<file path="src/rtl/stopwatch_pkg.sv">
// Shared types and digit limits for the stopwatch time counter.
// time_t packs the six BCD digits in display order, minutes tens first.
package stopwatch_pkg;

    typedef logic [3:0] bcd_t;

    typedef struct packed {
        bcd_t min_t;
        bcd_t min_o;
        bcd_t sec_t;
        bcd_t sec_o;
        bcd_t cs_t;
        bcd_t cs_o;
    } time_t;

    localparam time_t TIME_ZERO = 24'h00_00_00;
    localparam bcd_t  SEC_T_MAX = 4'd5;
    localparam bcd_t  MIN_T_MAX = 4'd5;
    localparam bcd_t  DIGIT_MAX = 4'd9;

endpackage

</file>
<file path="src/rtl/bcd_digit_counter.sv">
// One BCD digit counting 0..MAX. The carry is combinational so that a whole chain
// of digits rolls over in the same clock edge.
module bcd_digit_counter
    import stopwatch_pkg::*;
#(
    parameter bcd_t MAX = DIGIT_MAX
) (
    input  logic clk,
    input  logic rst,
    input  logic inc,
    output bcd_t q,
    output logic carry
);

    bcd_t q_q;
    bcd_t q_d;

    // Next digit value; an out-of-range value wraps to zero on its next increment
    always_comb begin
        q_d = q_q;
        if (inc) begin
            if (q_q >= MAX) begin
                q_d = 4'd0;
            end else begin
                q_d = q_q + 4'd1;
            end
        end else begin
            q_d = q_q;
        end
    end

    // Digit register
    always_ff @(posedge clk) begin
        if (rst) begin
            q_q <= 4'd0;
        end else begin
            q_q <= q_d;
        end
    end

    assign q     = q_q;
    assign carry = inc && (q_q == MAX);

endmodule

</file>
<file path="src/rtl/stopwatch_time_counter.sv">
// MM:SS.cc stopwatch count advanced at TICK_HZ while en is high, with lap freeze
// and a wrap pulse when the count rolls over from 59:59.99.
module stopwatch_time_counter
    import stopwatch_pkg::*;
#(
    parameter int CLK_HZ  = 100_000_000,
    parameter int TICK_HZ = 100
) (
    input  logic  clk,
    input  logic  rst,
    input  logic  en,
    input  logic  lap_toggle,
    output time_t disp,
    output logic  lap_active,
    output logic  tick,
    output logic  wrap
);

    localparam int DIV = CLK_HZ / TICK_HZ;
    localparam int PW  = (DIV > 1) ? $clog2(DIV) : 1;
    localparam logic [PW-1:0] PRESC_LAST = PW'(DIV - 1);

    logic [PW-1:0] presc_q;
    logic [PW-1:0] presc_d;
    logic          step_s;

    time_t live_s;
    logic  carry_cs_o_s;
    logic  carry_cs_t_s;
    logic  carry_sec_o_s;
    logic  carry_sec_t_s;
    logic  carry_min_o_s;
    logic  carry_min_t_s;

    time_t lap_q;
    time_t lap_d;
    logic  lap_active_q;
    logic  lap_active_d;
    logic  tick_q;
    logic  wrap_q;

    // Prescaler: holds its phase while paused so resume loses no partial period
    always_comb begin
        presc_d = presc_q;
        step_s  = 1'b0;
        if (en) begin
            if (presc_q == PRESC_LAST) begin
                presc_d = '0;
                step_s  = 1'b1;
            end else begin
                presc_d = presc_q + PW'(1);
                step_s  = 1'b0;
            end
        end else begin
            presc_d = presc_q;
            step_s  = 1'b0;
        end
    end

    // Prescaler register
    always_ff @(posedge clk) begin
        if (rst) begin
            presc_q <= '0;
        end else begin
            presc_q <= presc_d;
        end
    end

    bcd_digit_counter #(.MAX(DIGIT_MAX)) u_cs_o (
        .clk(clk), .rst(rst), .inc(step_s),
        .q(live_s.cs_o), .carry(carry_cs_o_s)
    );

    bcd_digit_counter #(.MAX(DIGIT_MAX)) u_cs_t (
        .clk(clk), .rst(rst), .inc(carry_cs_o_s),
        .q(live_s.cs_t), .carry(carry_cs_t_s)
    );

    bcd_digit_counter #(.MAX(DIGIT_MAX)) u_sec_o (
        .clk(clk), .rst(rst), .inc(carry_cs_t_s),
        .q(live_s.sec_o), .carry(carry_sec_o_s)
    );

    bcd_digit_counter #(.MAX(SEC_T_MAX)) u_sec_t (
        .clk(clk), .rst(rst), .inc(carry_sec_o_s),
        .q(live_s.sec_t), .carry(carry_sec_t_s)
    );

    bcd_digit_counter #(.MAX(DIGIT_MAX)) u_min_o (
        .clk(clk), .rst(rst), .inc(carry_sec_t_s),
        .q(live_s.min_o), .carry(carry_min_o_s)
    );

    // A carry out of the top digit is exactly the 59:59.99 -> 00:00.00 step
    bcd_digit_counter #(.MAX(MIN_T_MAX)) u_min_t (
        .clk(clk), .rst(rst), .inc(carry_min_o_s),
        .q(live_s.min_t), .carry(carry_min_t_s)
    );

    // Lap capture takes the live value present before this edge's increment
    always_comb begin
        lap_d        = lap_q;
        lap_active_d = lap_active_q;
        if (lap_toggle) begin
            if (!lap_active_q) begin
                lap_d        = live_s;
                lap_active_d = 1'b1;
            end else begin
                lap_active_d = 1'b0;
            end
        end else begin
            lap_active_d = lap_active_q;
        end
    end

    // Lap and pulse registers
    always_ff @(posedge clk) begin
        if (rst) begin
            lap_q        <= TIME_ZERO;
            lap_active_q <= 1'b0;
            tick_q       <= 1'b0;
            wrap_q       <= 1'b0;
        end else begin
            lap_q        <= lap_d;
            lap_active_q <= lap_active_d;
            tick_q       <= step_s;
            wrap_q       <= carry_min_t_s;
        end
    end

    assign disp       = lap_active_q ? lap_q : live_s;
    assign lap_active = lap_active_q;
    assign tick       = tick_q;
    assign wrap       = wrap_q;

endmodule

</file>
<file path="config.mk">
export PLATFORM = sky130hd
export DESIGN_NAME = stopwatch_time_counter
export DESIGN_NICKNAME = d
export VERILOG_FILES = /design/src/rtl/stopwatch_pkg.sv /design/src/rtl/bcd_digit_counter.sv /design/src/rtl/stopwatch_time_counter.sv
export SDC_FILE = /design/constraint.sdc
export NUM_CORES = 1
export LEC_CHECK = 0
export ABC_AREA = 1
export CAP_MARGIN = 30
export CORE_MARGIN = 2
export CORE_UTILIZATION = 58
export DETAILED_ROUTE_END_ITERATION = 7
export GPL_TIMING_DRIVEN = 0
export MAX_ROUTING_LAYER = met4
export PLACE_DENSITY = 0.84
export SYNTH_ARGS = -nofsm -noshare
export SYNTH_HDL_FRONTEND = slang
export SYNTH_SLANG_ARGS = --single-unit
</file>
<file path="constraint.sdc">
create_clock -name clk -period 2.14 [get_ports clk]
set_input_delay 0.428 -clock clk [delete_from_list [all_inputs] [get_ports clk]]
set_output_delay 0.428 -clock clk [all_outputs]
set_load 0.1 [all_outputs]
</file>
==> results of run 1 <==
placed cells by master, fill, tap and decap left out, drive strengths merged:
cell,instances
a211oi,28
a21oi,21
a31oi,2
and3,1
buf,26
bufinv,1
clkbuf,27
clkdlybuf4s50,2
clkinv,3
dfxtp,71
dlygate4sd2,3
ha,19
inv,66
nand2,90
nand3,21
nand4,8
nor2,92
nor3,19
nor3b,4
nor4,1
o211ai,2
o21ai,35
xnor2,3
xor2,7
final cells by class:
cell class	count	area [um^2]
Buffer	17	91.3
Tap cell	77	96.3
Fill cell	531	1820
Clock inverter	4	45.0
Timing Repair Buffer	29	262
Clock buffer	12	145
Multi-Input combinational cell	353	2140
Sequential cell	71	1430
Inverter	66	248
where the power goes:
group | switching, mW | internal (mW)
combinational | 0.232 | 0.0767
sequential | 0.0206 | 1.36
clock | 0.498 | 0.565
total | 0.751 | 2.00
worst max-delay path, delay by kind of cell (launching register included):
kind / cells / cell delay (ps)
buffers and inverters: 3 / 710
DFF: 1 / 380
and+or+nand+nor: 1 / 110
AOI/OAI and AO/OA: 1 / 80
routing by layer:
metal,vias up,wire (um),global-route usage
met5,-,0,-
met4,0,152,0.0997
met3,15,457,0.0445
met2,90,3960,0.393
met1,1569,4050,0.342
li1,1736,-,-
path summary, 6_finish.rpt:
path	start	to	slack, ps
setup / recovery	lap_active	disp[3]	60
hold / removal	en	presc_q[0]	400
setup reg to reg	presc_q[1]	presc_q[14]	210
hold reg to reg	lap_q[22]	lap_q[22]	490
registers in the layout, summed over array words and instances, names as in the netlist:
signal / count
u_min_o.q: 4
u_min_t.q: 4
u_cs_o.q: 4
lap_q: 24
u_sec_o.q: 4
u_cs_t.q: 4
u_sec_t.q: 4
lap_active: 1
presc_q: 20
wrap: 1
tick: 1
stage by stage:
| stage | utilization | setup WS, ps | TNS, ps | std cells |
|---|---|---|---|---|
| global placement | 0.681 | -774 | -13980 | 613 |
| CTS | 0.708 | 6.86 | 0 | 629 |
| detailed placement | 0.681 | -810 | -14250 | 613 |
| floorplan | - | -9.41 | -75.3 | 507 |
| global route | 0.710 | 2.13 | 0 | 629 |
| finish | 0.710 | 62.4 | 0 | 629 |
timing repair:
item,CTS,global route
pin swaps,0,0
setup endpoints to repair,27,22
setup buffers,0,0
endpoints found under the hold margin,0,0
resized for setup,158,7
cells by family after synthesis:
group | synth area share
AO/OA/AOI/OAI | 0.140
XOR/XNOR | 0.0236
adder cells (fa/ha/maj) | 0.0639
buffers and inverters | 0.0865
flip-flops | 0.382
AND/OR/NAND/NOR | 0.304
==> run metrics, run 1 <==
maximum clock rate=481 MHz; reg2reg path depth=9; routed len/inst=between 10 and 15 um; IO buf count=29; mapped cell area=3720 um^2; row cnt=29; DRT iter0 DRCs=between 200 and 250; max cap viols=0; core area=6280 um^2; RSZ-0062 raised after global routing=false; DR vias/cell=approximately 5.4; initial antenna violation count=0; post-synthesis sequential area ratio=0.382; Final Skew=7.77 ps; HPWL Detailed=6.22 mm; Synth Flop Type=dfxtp_1; Post-DRT Antenna Nets=0; Cell Pwr Density=617 nW/um^2; Final period util=0.971; Power Total=roughly 2.7 mW; Commonest cells post-synth=nand2_1 (85), nor2_1 (81), dfxtp_1 (71); outcome=finished, final reports clean; Area Overhead vs Synth=19.8%; crit-path cells=clkbuf_8 > clkbuf_4 > nand2_1 > o21ai_4 > buf_6; most frequent cell after synthesis=nand2_1; GRT Util Overall=0.258; CP Capture Type=output pin; Clock Tree Buf Depth=2; CP max FO=10; clock latency on the worst-skew pair=350 ps; Starting Density=0.592; H-tree Lvls=3; Slew Limit Headroom=0.360; NumNets Final=570; clk sinks=71; Placed Area=approximately 4300 um^2; CTS tree=built; hold depth=3; minimum clock period=between 2000 and 2500 ps; CTS root buf=clkbuf_8; clock slew at reported path FFs=70 ps; Critical Path RT=1710 ps; Worst-Margin Slew=slightly below 1000 ps; post-synth top area cell=dfxtp_1; GPL Wtd Cong=0.947; fraction of registers with async set/reset=0; DRC viols=0; WHS=399 ps; Die W=~84 um; Synth Instances=507; count of cell types in the netlist=35; top cells by area, synth=dfxtp_1 (38%), nand2_1 (8.6%), nor2_1 (8.2%); Hold Path Class=in2reg; leak pwr=1.81 nW; DRT Pass-1 Iters=5; share of layout cells above drive strength 1=0.194; Final Hold Fails=0; CP arrival=around 1700 ps; vias in the first global route=3082; die area=~7000 um^2; total grt overflow=0; flops & latches, synth=between 70 and 80; first-pass GRT wire length=14.3 mm; Synth top area share=0.382; Pins Over Slew Limit=0; num ports=31; routed via count=around 3400; kind of critical path=reg2out; worst vdd ir=a little under 0.4 mV; Avg Inst Size Synth=about 7.3 um^2; DRT Wirelength=8.62 mm; CP max stage delay=around 380 ps; Synth Warn #=0; startpoint type of the worst setup path=flop; # diodes=0; Critical-path top delay cell=dfxtp_4; Post-synth EDFFs=0; Final Setup Violations=0; pin count of the biggest net entering global routing=12; die span in y=about 84 um; fin area=approximately 4500 um^2; Post-CTS Hold Fix Bufs=0; syn_nets=530; TritonCTS buffer count=9
Note: power is estimated with default switching activity, not from simulation.
==> run 2, diff against run 1 <==
CORE_MARGIN = unset   (was 2)
==> run 2 against run 1 <==
Clock power rose by 25%. Combinational power barely moved. Non-clock buffer count is the same. Hold slack worse by 4.2 ps. Via count grew 0.18%. Critical path depth fell by 2. Largest cell class unchanged.
==> run metrics, run 2 (synthesis gave the netlist of run 1 again) <==
commonest cells after routing, fill and taps aside=nand2_1 (85), nor2_1 (80), dfxtp_1 (70), inv_1 (58), a211oi_1 (28) (unchanged); Die W=82.1 um (was 84.1 um); vias in the first global route=3193 (was 3082); WHS=395 ps (was 399 ps); worst vdd ir=0.440 mV (was 0.384 mV); CP bufs+invs=2 (was 3); Top reg by flops=lap_q (unchanged); Fillers=489 (was 531); Power Total=3.00 mW (was 2.75 mW); clock slew at reported path FFs=70 ps (about the same); Setup Buffers After CTS=0 (unchanged); DRC viols=0 (unchanged); # diodes=0 (unchanged); TritonCTS buffer count=9 (unchanged); CP max FO=10 (unchanged); initial antenna violation count=0 (unchanged); Hold Path Class=in2reg (unchanged); num ports=31 (unchanged); WL met3=374 um (was 457 um); CP Capture Type=output pin (unchanged); startpoint type of the worst setup path=flop (unchanged); core area=6060 um^2 (was 6280 um^2); GPL Wtd Cong=0.873 (was 0.947); max cap viols=0 (unchanged); RSZ-0062 raised after global routing=false (unchanged); top sig layer=met4 (unchanged); Final Setup Violations=0 (unchanged); Area Overhead vs Synth=21.4% (was 19.8%); Detail Route met2 WL=4.19 mm (was 3.96 mm); H-tree Lvls=3 (unchanged); Final period util=0.974 (was 0.971); Worst Setup EP=disp[10] (was disp[3]); reg2reg end=u_sec_o.q[2] (was presc_q[14]); Clock Tree Buf Depth=2 (unchanged); routed via count=3416 (was 3410); row cnt=28 (was 29); critical path depth=3 (was 5); critical path startpoint=lap_active (unchanged); Critical R2R Launch=u_cs_o.q[1] (was presc_q[1]); worst reg2reg setup slack=120 ps (was 210 ps); outcome=finished, final reports clean (unchanged); NumNets Final=570 (unchanged); Post-DRT Antenna Nets=0 (unchanged); clk sinks=71 (unchanged); Cell Pwr Density=665 nW/um^2 (was 617 nW/um^2); Critical Path RT=1710 ps (about the same); pre-CTS setup slack=-801 ps (was -810 ps); pin count of the biggest net entering global routing=13 (was 12); final cell utilization of the core=0.745 (was 0.710); crit-path cells=clkbuf_2 > o21ai_2 > buf_2 (was clkbuf_8 > clkbuf_4 > nand2_1 > o21ai_4 > buf_6); share of layout cells above drive strength 1=0.199 (was 0.194); minimum clock period=2080 ps (about the same); HPWL Detailed=6.18 mm (was 6.22 mm); CTS root buf=clkbuf_8 (unchanged); Post-Layout Cell Count=627 (was 629); IO buf count=29 (unchanged); die span in y=82.1 um (was 84.1 um); Slew Limit Headroom=0.368 (was 0.360); DRT iter0 DRCs=262 (was 204); first-pass GRT wire length=14.4 mm (was 14.3 mm); Worst-Margin Slew=952 ps (was 964 ps); DP Cell Count=611 (was 613); Final Hold Fails=0 (unchanged); maximum clock rate=480 MHz (was 481 MHz); PnR worst setup slack=55.0 ps (was 62.4 ps); total grt overflow=0 (unchanged); routed len/inst=13.9 um (was 13.7 um); clock latency on the worst-skew pair=360 ps (was 350 ps); GRT Util Overall=0.290 (was 0.258); DRT Wirelength=8.71 mm (was 8.62 mm); reg2reg path depth=7 (was 9); biggest regs=lap_q (24), presc_q (20) (unchanged); leak pwr=1.84 nW (was 1.81 nW); CTS tree=built (unchanged); DR vias/cell=5.45 (was 5.42); Critical-path top delay cell=buf_2 (was dfxtp_4); Largest register FFs=24 (unchanged); Starting Density=0.614 (was 0.592); CP arrival=1660 ps (was 1650 ps); die area=6740 um^2 (was 7070 um^2); kind of critical path=reg2out (unchanged); CP max stage delay=430 ps (was 380 ps); Final Skew=5.68 ps (was 7.77 ps); critical path's top delay family=buffers and inverters (unchanged); Pins Over Slew Limit=0 (unchanged); commonest non-fill, non-tap cell in the layout=nand2_1 (unchanged); DRT met1 WL=3.97 mm (was 4.05 mm); DRT Pass-1 Iters=5 (unchanged)
-- run 2: changes by cell type in the layout (fill, tap and decap cells not counted), sizes merged --
cell | previous run | this run
inv | 66 | 67
bufinv | 1 | 3
buf | 26 | 25
clkbuf | 27 | 26
clkinv | 3 | 2
-- run 2: layout make-up --
class	instances	area [um^2]	area share
Inverter	66	248	0.0549
Buffer	17	91.3	0.0202
Sequential cell	71	1430	0.316
Clock inverter	6	106	0.0236
Timing Repair Buffer	29	267	0.0590
Tap cell	75	93.8	0.0208
Multi-Input combinational cell	353	2150	0.475
Clock buffer	10	138	0.0305
-- run 2: layer usage --
metal / global-route usage / vias up
li1: - / 1741
met1: 0.351 / 1572
met2: 0.463 / 83
met3: 0.0667 / 20
met4: 0.118 / 0
met5: - / -
-- run 2: timing repair --
| action | CTS | global route |
|---|---|---|
| hold buffers | 0 | 0 |
| endpoints found under the setup margin | 27 | 22 |
| resized for setup | 143 | 20 |
-- run 2: how the worst min path moves through the flow --
| stage | start | end | slack [ps] | cells after the start |
|---|---|---|---|---|
| final | en | presc_q[0] | 400 | 3 |
| after global routing | en | presc_q[0] | 410 | 3 |
| after CTS | en | presc_q[0] | 380 | 3 |
| after global placement | u_min_o.q[3] | u_min_o.q[3] | 470 | 2 |
| after detailed placement | lap_q[22] | lap_q[22] | 480 | 2 |
| after floorplan | u_min_o.q[3] | u_min_o.q[3] | 450 | 2 |
-- run 2: report_power, final --
group / total [mW] / internal, mW / switching, mW
clock: 1.32 / 0.802 / 0.513
sequential: 1.38 / 1.36 / 0.0211
combinational: 0.310 / 0.0772 / 0.232
-- run 2: through the flow --
step | setup TNS [ps] | cell area, um^2
floorplan | -75.3 | 3890
global placement | -14150 | 4280
detailed placement | -14560 | 4280
CTS | 0 | 4450
global route | 0 | 4510
finish | 0 | 4510
-- run 2: worst min-delay path, cell delays in order --
cell and delay, ps:
buf_4 150, nand2_1 70, a21oi_1 60
==> run 3, diff against run 2 <==
CTS_CLUSTER_DIAMETER = 50   (was unset)
RECOVER_POWER = 100   (was unset)
==> run 3 against run 2 <==
Die area unchanged. Worst setup slack gained 8.0 ps. Hold slack barely moved. Sequential power barely moved. Register-to-register slack gained 40 ps. Utilization is 0.87 points lower. Routed wire length shrank 0.13%. Largest cell class unchanged.
==> run metrics, run 3 (synthesis gave the netlist of run 1 again) <==
startpoint type of the worst setup path=flop (unchanged); GRT Util Overall=0.290 (unchanged); Final Skew=6.42 ps (was 5.68 ps); Slew Limit Headroom=0.226 (was 0.368); CTS root buf=clkbuf_8 (unchanged); total grt overflow=0 (unchanged); HPWL Detailed=6.18 mm (unchanged); Detail Route met2 WL=4.18 mm (was 4.19 mm); CP max stage delay=390 ps (was 430 ps); Cell Pwr Density=671 nW/um^2 (was 665 nW/um^2); # diodes=0 (unchanged); Starting Density=0.614 (unchanged); leak pwr=1.82 nW (was 1.84 nW); PnR worst setup slack=63.0 ps (was 55.0 ps); Worst-Margin Slew=1170 ps (was 952 ps); Final Hold Fails=0 (unchanged); Hold Path Class=in2reg (unchanged); core area=6060 um^2 (unchanged); DRT met1 WL=3.97 mm (unchanged); worst vdd ir=0.435 mV (was 0.440 mV); DRT iter0 DRCs=269 (was 262); Multi-input gate area=2100 um^2 (was 2150 um^2); clock latency on the worst-skew pair=350 ps (was 360 ps); row cnt=28 (unchanged); setup TNS=0 ps (unchanged); CP arrival=1650 ps (was 1660 ps); crit-path cells=clkbuf_8 > clkbuf_4 > nand2_1 > o21ai_4 > buf_6 (was clkbuf_2 > o21ai_2 > buf_2); Post-DRT Antenna Nets=0 (unchanged); TritonCTS buffer count=9 (unchanged); commonest cells after routing, fill and taps aside=nand2_1 (86), nor2_1 (82), dfxtp_1 (70), inv_1 (58), a211oi_1 (28) (was nand2_1 (85), nor2_1 (80), dfxtp_1 (70), inv_1 (58), a211oi_1 (28)); final cell utilization of the core=0.736 (was 0.745); routed via count=3416 (unchanged); Final Setup Violations=0 (unchanged); DRT Wirelength=8.70 mm (was 8.71 mm); GPL Wtd Cong=0.873 (unchanged); DRT Pass-1 Iters=6 (was 5); Setup Buffers After CTS=0 (unchanged); routed len/inst=13.9 um (about the same); commonest non-fill, non-tap cell in the layout=nand2_1 (unchanged); CP Capture Type=output pin (unchanged); Die W=82.1 um (unchanged); Post-CTS Hold Fix Bufs=0 (unchanged); die area=6740 um^2 (unchanged); Final period util=0.971 (was 0.974); clock slew at reported path FFs=70 ps (about the same); H-tree Lvls=3 (unchanged); DRC viols=0 (unchanged); biggest regs=lap_q (24), presc_q (20) (unchanged); num ports=31 (unchanged); first-pass GRT wire length=14.4 mm (unchanged); Sequential Area=1430 um^2 (unchanged); maximum clock rate=481 MHz (was 480 MHz); Largest register FFs=24 (unchanged); pin count of the biggest net entering global routing=13 (unchanged); Critical-path top delay cell=dfxtp_4 (was buf_2); pre-CTS setup slack=-801 ps (unchanged); vias in the first global route=3193 (unchanged); initial antenna violation count=0 (unchanged); max cap viols=0 (unchanged); kind of critical path=reg2out (unchanged); outcome=finished, final reports clean (unchanged); Pins Over Slew Limit=0 (unchanged); share of layout cells above drive strength 1=0.181 (was 0.199); CP max FO=10 (unchanged); Area Overhead vs Synth=20.0% (was 21.4%); top sig layer=met4 (unchanged); IO buf count=29 (unchanged); CTS tree=built (unchanged); clk sinks=71 (unchanged); NumNets Final=570 (unchanged); DR vias/cell=5.45 (unchanged); Clock Tree Buf Depth=2 (unchanged); Top reg by flops=lap_q (unchanged); Critical Path RT=1710 ps (about the same); Fillers=508 (was 489); WL met3=356 um (was 374 um); RSZ-0062 raised after global routing=false (unchanged); die span in y=82.1 um (unchanged); minimum clock period=2080 ps (about the same)
[run 3: path summary, 6_finish.rpt]
path              cells after the start         from  slack (ps)            to
hold / removal                        3           en         400    presc_q[0]
setup / recovery                      5   lap_active          60      disp[11]
setup reg to reg                      7  u_cs_o.q[1]         160  u_sec_o.q[2]
hold reg to reg                       2    lap_q[18]         490     lap_q[18]
[run 3: area by class of cell]
cell class / instances / share of cell area
multi-input cells: 353 / 0.471
flip-flops and latches: 71 / 0.319
repair buffers: 29 / 0.0575
inverters: 66 / 0.0555
clock buffers: 10 / 0.0308
clock inverters: 6 / 0.0238
well taps: 75 / 0.0210
plain buffers: 17 / 0.0205
[run 3: worst max-delay path: cells and delay by family (launching register included)]
kind | cells | cell delay [ps]
compound gates | 1 | 70
buf+inv | 3 | 720
flops | 1 | 390
simple gates | 1 | 100
[run 3: power breakdown]
group,leakage (nW),internal [mW],switching [mW]
Clock,0.127,0.802,0.510
Sequential,0.578,1.36,0.0211
Combinational,1.11,0.0754,0.230
Total,1.82,2.23,0.761
[run 3: repair_timing]
item | 4_1_cts | 5_1_grt
cloned | 0 | 0
setup endpoints to repair | 27 | 22
hold endpoints to repair | 0 | 0
gates resized for setup | 143 | 20
[run 3: metrics by stage]
step / total power, mW / cells / area (um^2) / hold slack (ps)
final: 2.99 / 627 / 4460 / 396
after global routing: 3.09 / 627 / 4460 / 405
after CTS: 3.01 / 627 / 4450 / 378
after detailed placement: 1.71 / 611 / 4280 / 483
after global placement: 1.70 / 611 / 4280 / 466
after floorplan: 1.64 / 507 / 3890 / 452
[run 3: per-layer routing]
layer	vias up	GRT usage
li1	1733	-
met4	0	0.118
met1	1578	0.351
met2	83	0.463
met3	22	0.0667
met5	-	-
